File: config.mk
export PLATFORM = sky130hd
export DESIGN_NAME = sram_512x32_ctrl
export DESIGN_NICKNAME = d
export VERILOG_FILES = /design/src/rtl/sram_ctrl_pkg.sv /design/src/rtl/sram_512x32_ctrl_resp_fifo2.sv /design/src/rtl/sram_512x32_ctrl.sv
export SDC_FILE = /design/constraint.sdc
export NUM_CORES = 1
export LEC_CHECK = 0
export ABC_CLOCK_PERIOD_IN_PS = 3830
export CAP_MARGIN = 20
export CORE_MARGIN = 2
export CORE_UTILIZATION = 41
export DETAILED_ROUTE_END_ITERATION = 6
export PLACE_DENSITY = 0.76
export SLEW_MARGIN = 10
export SYNTH_ARGS = -nofsm -noshare
export SYNTH_HDL_FRONTEND = slang
export SYNTH_SLANG_ARGS = --single-unit
export TNS_END_PERCENT = 5
File: constraint.sdc
create_clock -name CLK -period 3.83 [get_ports CLK]
set_input_delay 0.766 -clock CLK [delete_from_list [all_inputs] [get_ports CLK]]
set_output_delay 0.766 -clock CLK [all_outputs]
set_load 0.01 [all_outputs]
File: src/rtl/sram_ctrl_pkg.sv
// Shared sizes and FSM state type for the 512x32 SRAM initiator controller.
package sram_ctrl_pkg;
  localparam int unsigned ADDR_W    = 9;
  localparam int unsigned DATA_W    = 32;
  localparam int unsigned DEPTH     = 512;
  localparam int unsigned RSP_DEPTH = 2;

  typedef enum logic {
    ST_INIT,
    ST_RUN
  } state_t;
endpackage

File: src/rtl/sram_512x32_ctrl_resp_fifo2.sv
// Two-entry response FIFO holding read data until the consumer takes it.
module resp_fifo2
  import sram_ctrl_pkg::*;
(
  input  logic              clk,
  input  logic              rst,
  input  logic              push,
  input  logic              pop,
  input  logic [DATA_W-1:0] din,
  output logic [1:0]        count,
  output logic [DATA_W-1:0] head
);
  logic [DATA_W-1:0] mem [RSP_DEPTH];
  logic              wr_ptr;
  logic              rd_ptr;

  always_ff @(posedge clk or posedge rst) begin
    if (rst) begin
      mem[0] <= '0;
      mem[1] <= '0;
      wr_ptr <= 1'b0;
      rd_ptr <= 1'b0;
      count  <= '0;
    end else begin
      if (push) begin
        mem[wr_ptr] <= din;
        wr_ptr      <= ~wr_ptr;
      end
      if (pop) rd_ptr <= ~rd_ptr;
      case ({push, pop})
        2'b10:   count <= count + 2'd1;
        2'b01:   count <= count - 2'd1;
        default: count <= count;
      endcase
    end
  end

  assign head = mem[rd_ptr];
endmodule

File: src/rtl/sram_512x32_ctrl.sv
// Request/response front end for the 512x32 single-port SRAM wrapper, with an
// optional post-reset fill of the whole array.
module sram_512x32_ctrl
  import sram_ctrl_pkg::*;
#(
  parameter bit                INIT_CLEAR = 1'b1,
  parameter logic [DATA_W-1:0] INIT_VALUE = '0
) (
  input  logic              CLK,
  input  logic              RST,
  input  logic              REQ_VALID,
  output logic              REQ_READY,
  input  logic              REQ_WE,
  input  logic [ADDR_W-1:0] REQ_ADDR,
  input  logic [DATA_W-1:0] REQ_WDATA,
  output logic              RSP_VALID,
  input  logic              RSP_READY,
  output logic [DATA_W-1:0] RSP_RDATA,
  output logic              INIT_DONE,
  output logic [ADDR_W-1:0] SRAM_ADDR,
  output logic              SRAM_WEN,
  output logic [DATA_W-1:0] SRAM_DATA_IN,
  input  logic [DATA_W-1:0] SRAM_DATA_OUT
);
  state_t            state;
  logic [ADDR_W-1:0] cnt;
  logic [ADDR_W-1:0] addr_q;
  logic [DATA_W-1:0] data_q;
  logic              pend;
  logic              accept;
  logic              fill_wr;
  logic              pop;
  logic [1:0]        fifo_count;
  logic [2:0]        credit_used;

  // RST gates the fill strobe so the wrapper sees WEN=1 while reset is held.
  assign fill_wr     = (state == ST_INIT) && INIT_CLEAR && !RST;
  assign pop         = RSP_VALID && RSP_READY;
  assign credit_used = {1'b0, fifo_count} + {2'b00, pend} - {2'b00, pop};
  assign REQ_READY   = (state == ST_RUN) && (credit_used < 3'd2);
  assign accept      = REQ_VALID && REQ_READY;
  assign RSP_VALID   = (fifo_count != 2'd0);

  always_comb begin
    SRAM_ADDR    = addr_q;
    SRAM_DATA_IN = data_q;
    SRAM_WEN     = 1'b1;
    if (fill_wr) begin
      SRAM_ADDR    = cnt;
      SRAM_DATA_IN = INIT_VALUE;
      SRAM_WEN     = 1'b0;
    end else if (accept) begin
      SRAM_ADDR    = REQ_ADDR;
      SRAM_DATA_IN = REQ_WDATA;
      SRAM_WEN     = ~REQ_WE;
    end
  end

  always_ff @(posedge CLK or posedge RST) begin
    if (RST) begin
      state     <= ST_INIT;
      cnt       <= '0;
      INIT_DONE <= 1'b0;
      pend      <= 1'b0;
      addr_q    <= '0;
      data_q    <= '0;
    end else begin
      pend   <= accept && !REQ_WE;
      // Capturing the driven strobes lets idle cycles hold the last address/data.
      addr_q <= SRAM_ADDR;
      data_q <= SRAM_DATA_IN;
      if (state == ST_INIT) begin
        if (!INIT_CLEAR || cnt == ADDR_W'(DEPTH - 1)) begin
          state     <= ST_RUN;
          INIT_DONE <= 1'b1;
        end else begin
          cnt <= cnt + 1'b1;
        end
      end
    end
  end

  resp_fifo2 u_fifo (
    .clk   (CLK),
    .rst   (RST),
    .push  (pend),
    .pop   (pop),
    .din   (SRAM_DATA_OUT),
    .count (fifo_count),
    .head  (RSP_RDATA)
  );
endmodule

# Word level (Yosys, flattened, before mapping)

Cells that the tools add are included.

Register bits after elaboration: 121
Input bits: 78
Output and inout port bits: 77
Word-level logic and storage cells: 57

Add/subtract/negate cells: 5
Magnitude comparators: 4
Equal/unequal tests: 3
Multiplexer cells: 15
Bitwise gates (word level): 7
Reduce and logical (&&, ||, !) cells: 12

Operators by type and width:

| operator                                           | number |
|---|---|
| 2-to-1 mux 32 bit                                  | 6 |
| bitwise mux 64 bit                                 | 1 |
| demux 32 bit (select 1 bit)                        | 1 |
| 2-to-1 mux 9 bit                                   | 2 |
| adder 9 x 1 -> 9 bit, second input constant        | 1 |
| == test 9 bit, second input constant               | 1 |
| logical AND 1 bit                                  | 6 |
| NOT 1 bit                                          | 5 |
| >= comparator 2 bit, second input constant         | 2 |
| 2-to-1 mux 1 bit                                   | 4 |
| NOT 1 -> 2 bit                                     | 2 |
| case mux 2 bit (2 select lines)                    | 1 |
| AND reduction 2 bit                                | 2 |
| nonzero test 2 bit                                 | 2 |
| adder 2 x 1 -> 3 bit                               | 1 |
| < comparator 3 x 2 -> 1 bit, second input constant | 1 |
| subtractor 3 x 1 -> 3 bit                          | 1 |
| adder 2 x 1 -> 2 bit, second input constant        | 1 |
| == test 2 x 1 -> 1 bit, second input constant      | 1 |
| == test 2 bit, second input constant               | 1 |
| logical NOT 1 bit                                  | 2 |
| < comparator 2 x 1 -> 1 bit, second input constant | 1 |
| subtractor 2 x 1 -> 2 bit, second input constant   | 1 |

# Longest topological paths before layout

Depth after elaboration: 8
Mapped depth: 10
Depth with buffers taken out: 7

# Hierarchy

A second synthesis with hierarchy kept.

Cells, all modules: 437
Area total of the unflattened synthesis: 5639.2 µm²

By module, submodules not included:

| module           | instances | cells each | area each (µm²) | seq. area each (µm²) |
|---|---|---|---|---|
| resp_fifo2       | 1         | 186        | 3081.7          | 1701.6 |
| sram_512x32_ctrl | 1         | 251        | 2557.5          | 1326.3 |

# Least setup slack after synthesis

No wires, ideal clock.

Path kind: input to output
From: in RSP_READY
To: out SRAM_ADDR[2]
Arrival: 2.470 ns
Required time: 3.064 ns
Slack: 0.594 ns
Cell stages on the path: 8
Cells stage by stage: and3b_1 a21oi_1 nand2b_1 fa_1 xnor2_2 buf_2 a31oi_1 a21oi_1

Cells in the longest elaborated chain, start to end: 7

RTL lines:

| element                     | line                   | text |
|---|---|---|
| start: declaration          | sram_512x32_ctrl.sv:17 | `input logic RSP_READY,` |
| logical AND 1 bit           | sram_512x32_ctrl.sv:38 | `assign pop = RSP_VALID && RSP_READY;` |
| subtractor 3 x 1 -> 3 bit   | sram_512x32_ctrl.sv:39 | `assign credit_used = {1'b0, fifo_count} + {2'b00, pend} - {2'b00, pop};` |
| < comparator 3 x 2 -> 1 bit | sram_512x32_ctrl.sv:40 | `assign REQ_READY = (state == ST_RUN) && (credit_used < 3'd2);` |
| logical AND 1 bit           | sram_512x32_ctrl.sv:40 |  |
| logical AND 1 bit           | sram_512x32_ctrl.sv:41 | `assign accept = REQ_VALID && REQ_READY;` |
| 2-to-1 mux 9 bit            | sram_512x32_ctrl.sv:52 | `end else if (accept) begin` |
| 2-to-1 mux 9 bit            | sram_512x32_ctrl.sv:48 | `if (fill_wr) begin` |
| end: declaration            | sram_512x32_ctrl.sv:20 | `output logic [ADDR_W-1:0] SRAM_ADDR,` |

No other way between the ends.

# Worst setup path in the final report

From: in RSP_READY
To: out SRAM_DATA_IN[15]

Cells in the longest elaborated chain, start to end: 7

RTL lines:

| element                     | line                   | text |
|---|---|---|
| logical AND 1 bit           | sram_512x32_ctrl.sv:38 |  |
| subtractor 3 x 1 -> 3 bit   | sram_512x32_ctrl.sv:39 |  |
| < comparator 3 x 2 -> 1 bit | sram_512x32_ctrl.sv:40 |  |
| logical AND 1 bit           | sram_512x32_ctrl.sv:40 |  |
| logical AND 1 bit           | sram_512x32_ctrl.sv:41 |  |
| 2-to-1 mux 32 bit           | sram_512x32_ctrl.sv:52 |  |
| 2-to-1 mux 32 bit           | sram_512x32_ctrl.sv:48 |  |
| end: declaration            | sram_512x32_ctrl.sv:22 | `output logic [DATA_W-1:0] SRAM_DATA_IN,` |

No other way between the ends.

==> impl_metrics.env <==
export IMPL_cap_violations=0
export IMPL_drt_iter0_markers=191
export IMPL_async_reset_ff_share_pct=100
export IMPL_grt_use_total_pct=19.8
export IMPL_dp_hpwl_um=8940
export IMPL_seqCellArea_sq_um=3030
export IMPL_period_minus_slack_ns=3.67
export IMPL_clock_sinks=121
export IMPL_diodes=0
export IMPL_synth_area_sq_um=5490
export IMPL_skew_ns=0.00635
export IMPL_grt_antenna_before_repair=0
export IMPL_status="finished, final reports clean"
export IMPL_area_growth_pct=47.4
export IMPL_fillers=1041
export IMPL_io_pins=155
export IMPL_period_share_pct=95.8
export IMPL_worstPathMaxFanout=18
export IMPL_rr_startpoint="u_fifo.count[0]$_DFFE_PP0P_"
export IMPL_final_cell_area_sq_um=8090
export IMPL_hold_path_class="register to register"
export IMPL_setup_violations=0
export IMPL_synthCells=439
export IMPL_synth_top_family_by_area="multiplexers"
export IMPL_worstMarginPinSlew_ns=0.993
export IMPL_routed_via_density=5.21
export IMPL_synth_simple_area_share_pct=6.38
export IMPL_fin_tns_setup_ns=0
export IMPL_die_h_um=120
export IMPL_die_area_sq_um=14300
export IMPL_synth_area_mux_share_pct=20.1
export IMPL_nets=694
export IMPL_num_rows=42
export IMPL_rrSetupSlack_ns=1.32
export IMPL_core_area_sq_um=13100
export IMPL_yosysUniqueCellTypes=33
export IMPL_grt_first_pass_wirelength_um=22100
export IMPL_cts_tree="yes"
export IMPL_fmax_mhz=272
export IMPL_worstHoldStart="u_fifo.mem[40]$_DFFE_PP0P_"
export IMPL_cts_root_buffer="clkbuf_16"
export IMPL_drive_gt1_share_pct=25.6
export IMPL_numCtsBuffers=17
export IMPL_synth_enable_flop_cells=0
export IMPL_yosysSeqAreaShare_pct=55.1
export IMPL_synth_top_area_share_pct=55.1
export IMPL_synthXorXnorAreaFrac_pct=2.19
export IMPL_synth_compound_gate_area_share_pct=11.1
export IMPL_critPathKind="primary input to primary output"
export IMPL_layout_cells_non_filler=802
export IMPL_gp_congestion=0.820
export IMPL_synth_warnings=0
export IMPL_htreeDepth=4
export IMPL_io_buffers=154
export IMPL_synth_seq_cells=121
export IMPL_start_util_pct=41.8
export IMPL_p_per_area_nw_per_um2=369
export IMPL_wl_um=13700
export IMPL_start_kind="primary input"
export IMPL_whs_endpoint="u_fifo.mem[40]$_DFFE_PP0P_"
export IMPL_slew_headroom_pct=33.7
export IMPL_critPathArrivalTime_ns=2.90
export IMPL_end_kind="primary output"
export IMPL_route_detailed_drc=0
export IMPL_syn_area_per_cell_sq_um=12.5
export IMPL_synth_fa_ha_area_share_pct=0.820
export IMPL_peakVddDrop_v=0.000253
export IMPL_die_width_um=120
export IMPL_rr_worst_depth=10
export IMPL_clock_latency_ns=0.41
export IMPL_final_hold_viol_count=0
export IMPL_grt_pass1_vias=4506
export IMPL_rr_endpoint="data_q[15]$_DFF_PP0_"
export IMPL_final_max_slew_viol_count=0
export IMPL_hold_depth=1
export IMPL_placed_area_sq_um=7400
export IMPL_placedCellCount=763
export IMPL_syn_num_nets=520
export IMPL_rsz0062_at_grt="false"
export IMPL_drt_pass1_iterations=4
export IMPL_multi_input_area_sq_um=2290
export IMPL_power_leakage_uw=0.00360
export IMPL_worstPathRequired_ns=3.06
export IMPL_wl_per_cell_um=17.1
export IMPL_grt_max_degree=56
export IMPL_clk_path_buf_depth=2
export IMPL_vias=4176
export IMPL_cts_reportedPaths_clkPinSlew_ns=0.05
export IMPL_synthFlopType="dfrtp_1"
export IMPL_yosys_top_cells_area="dfrtp_1, mux2_1, mux2_2"
export IMPL_overflow=0
export IMPL_yosysTopAreaCell="dfrtp_1"
export IMPL_ant_nets=0
-- cell usage in the layout (no fill, tap or decap), drive strengths merged --
cell type      netlist  final
nand4                1      1
and3                 3      3
clkinvlp             0      3
bufinv               0      1
nor2                11     11
clkdlybuf4s50        0    111
clkinv               0      4
and4                 1      1
a21oi               44     44
inv                  4      3
nand2b               2      2
dfrtp              121    121
clkbuf               3     29
xor2                 5      5
a21o                 1      1
nor3                 4      4
a31oi               10     10
or2                  2      2
clkdlybuf4s15        0     17
and3b                1      1
xnor2                7      7
buf                 33     34
o21ai               41     41
dlygate4sd2          0     24
and4bb               1      1
fa                   1      1
mux2                98     98
nand3               34     34
nor2b                1      1
nor4                 1      1
nand2                7      7
ha                   2      2
bufbuf               0      1
-- flip-flops by register name, indices dropped and copies added, names as in the netlist --
signal and flops:
u_fifo.mem 64, data_q 32, addr_q 9, cnt 9, u_fifo.count 2, INIT_DONE 1, pend 1, state 1
u_fifo.rd_ptr 1, u_fifo.wr_ptr 1
-- stage by stage --
step	utilization, %	hold slack [ns]	setup WS [ns]	total power, uW
after floorplan	-	0.454	0.594	1390
after global placement	56.4	0.461	-0.500	1500
after detailed placement	56.4	0.466	-0.569	1510
after CTS	61.0	0.484	0.00640	3020
after global routing	61.6	0.493	0.0240	3100
final	61.6	0.481	0.159	2990
-- cell usage after synthesis (2+ instances only) --
master	n
a21oi_1	14
a21oi_2	30
a31oi_1	10
and3_1	3
buf_2	26
buf_6	7
clkbuf_1	2
dfrtp_1	121
ha_1	2
inv_1	4
mux2_1	60
mux2_2	38
nand2_1	7
nand2b_1	2
nand3_1	34
nor2_1	11
nor3_1	4
o21ai_0	2
o21ai_1	39
or2_2	2
xnor2_1	6
xor2_1	4
-- per-layer routing --
layer | up-vias | GRT usage [%] | part of all wire, %
met5 | - | 0 | 0
met4 | 0 | 7.65 | 1.6
met3 | 20 | 5.47 | 6.6
met2 | 152 | 33.5 | 51
met1 | 2079 | 24.0 | 41
li1 | 1925 | - | -
-- power breakdown --
group	internal (uW)	switching, uW
clock network	972	531
registers	1300	9.24
logic	97.1	73.5
-- logic make-up after synthesis --
group | Yosys count
AO/OA/AOI/OAI | 96
XOR/XNOR | 12
adder cells (fa/ha/maj) | 3
buffers and inverters | 40
flip-flops | 121
multiplexers | 98
AND/OR/NAND/NOR | 69
-- worst max-delay path: stages --
cell and delay (ns):
clkbuf_2 0.11, and3b_1 0.19, a21oi_1 0.06, nand2b_1 0.17, fa_2 0.56, and3_4 0.22, bufbuf_16 0.30, nand3_1 0.11
a21oi_2 0.17, clkdlybuf4s15_2 0.24
-- worst max-delay path by stage --
stage                                      from                to  slack, ns  cells past startpoint
floorplan                             RSP_READY      SRAM_ADDR[2]       0.59                      8
global placement                      RSP_READY      SRAM_ADDR[7]      -0.50                     10
detailed placement                    RSP_READY      SRAM_ADDR[5]      -0.57                     10
CTS                                   RSP_READY  SRAM_DATA_IN[20]      0.006                     11
global route        u_fifo.count[0]$_DFFE_PP0P_  SRAM_DATA_IN[14]       0.02                      9
finish                                RSP_READY  SRAM_DATA_IN[15]       0.16                     10
-- area by class of cell --
cell class / count / share of cell area, %
Inverter: 4 / 0.232
Clock buffer: 25 / 6.25
Sequential cell: 121 / 37.4
Clock inverter: 7 / 0.804
Tap cell: 176 / 2.72
Multi-Input combinational cell: 278 / 28.3
Timing Repair Buffer: 191 / 24.3
-- repair_timing --
item                       4_1_cts  5_1_grt
pin swaps                        4        4
resized for setup               77        4
setup endpoints to repair       43       43
gates cloned                     1        2
hold buffers                     0        0
buffers inserted                 1        2
Power figures use the tool's default switching activity.
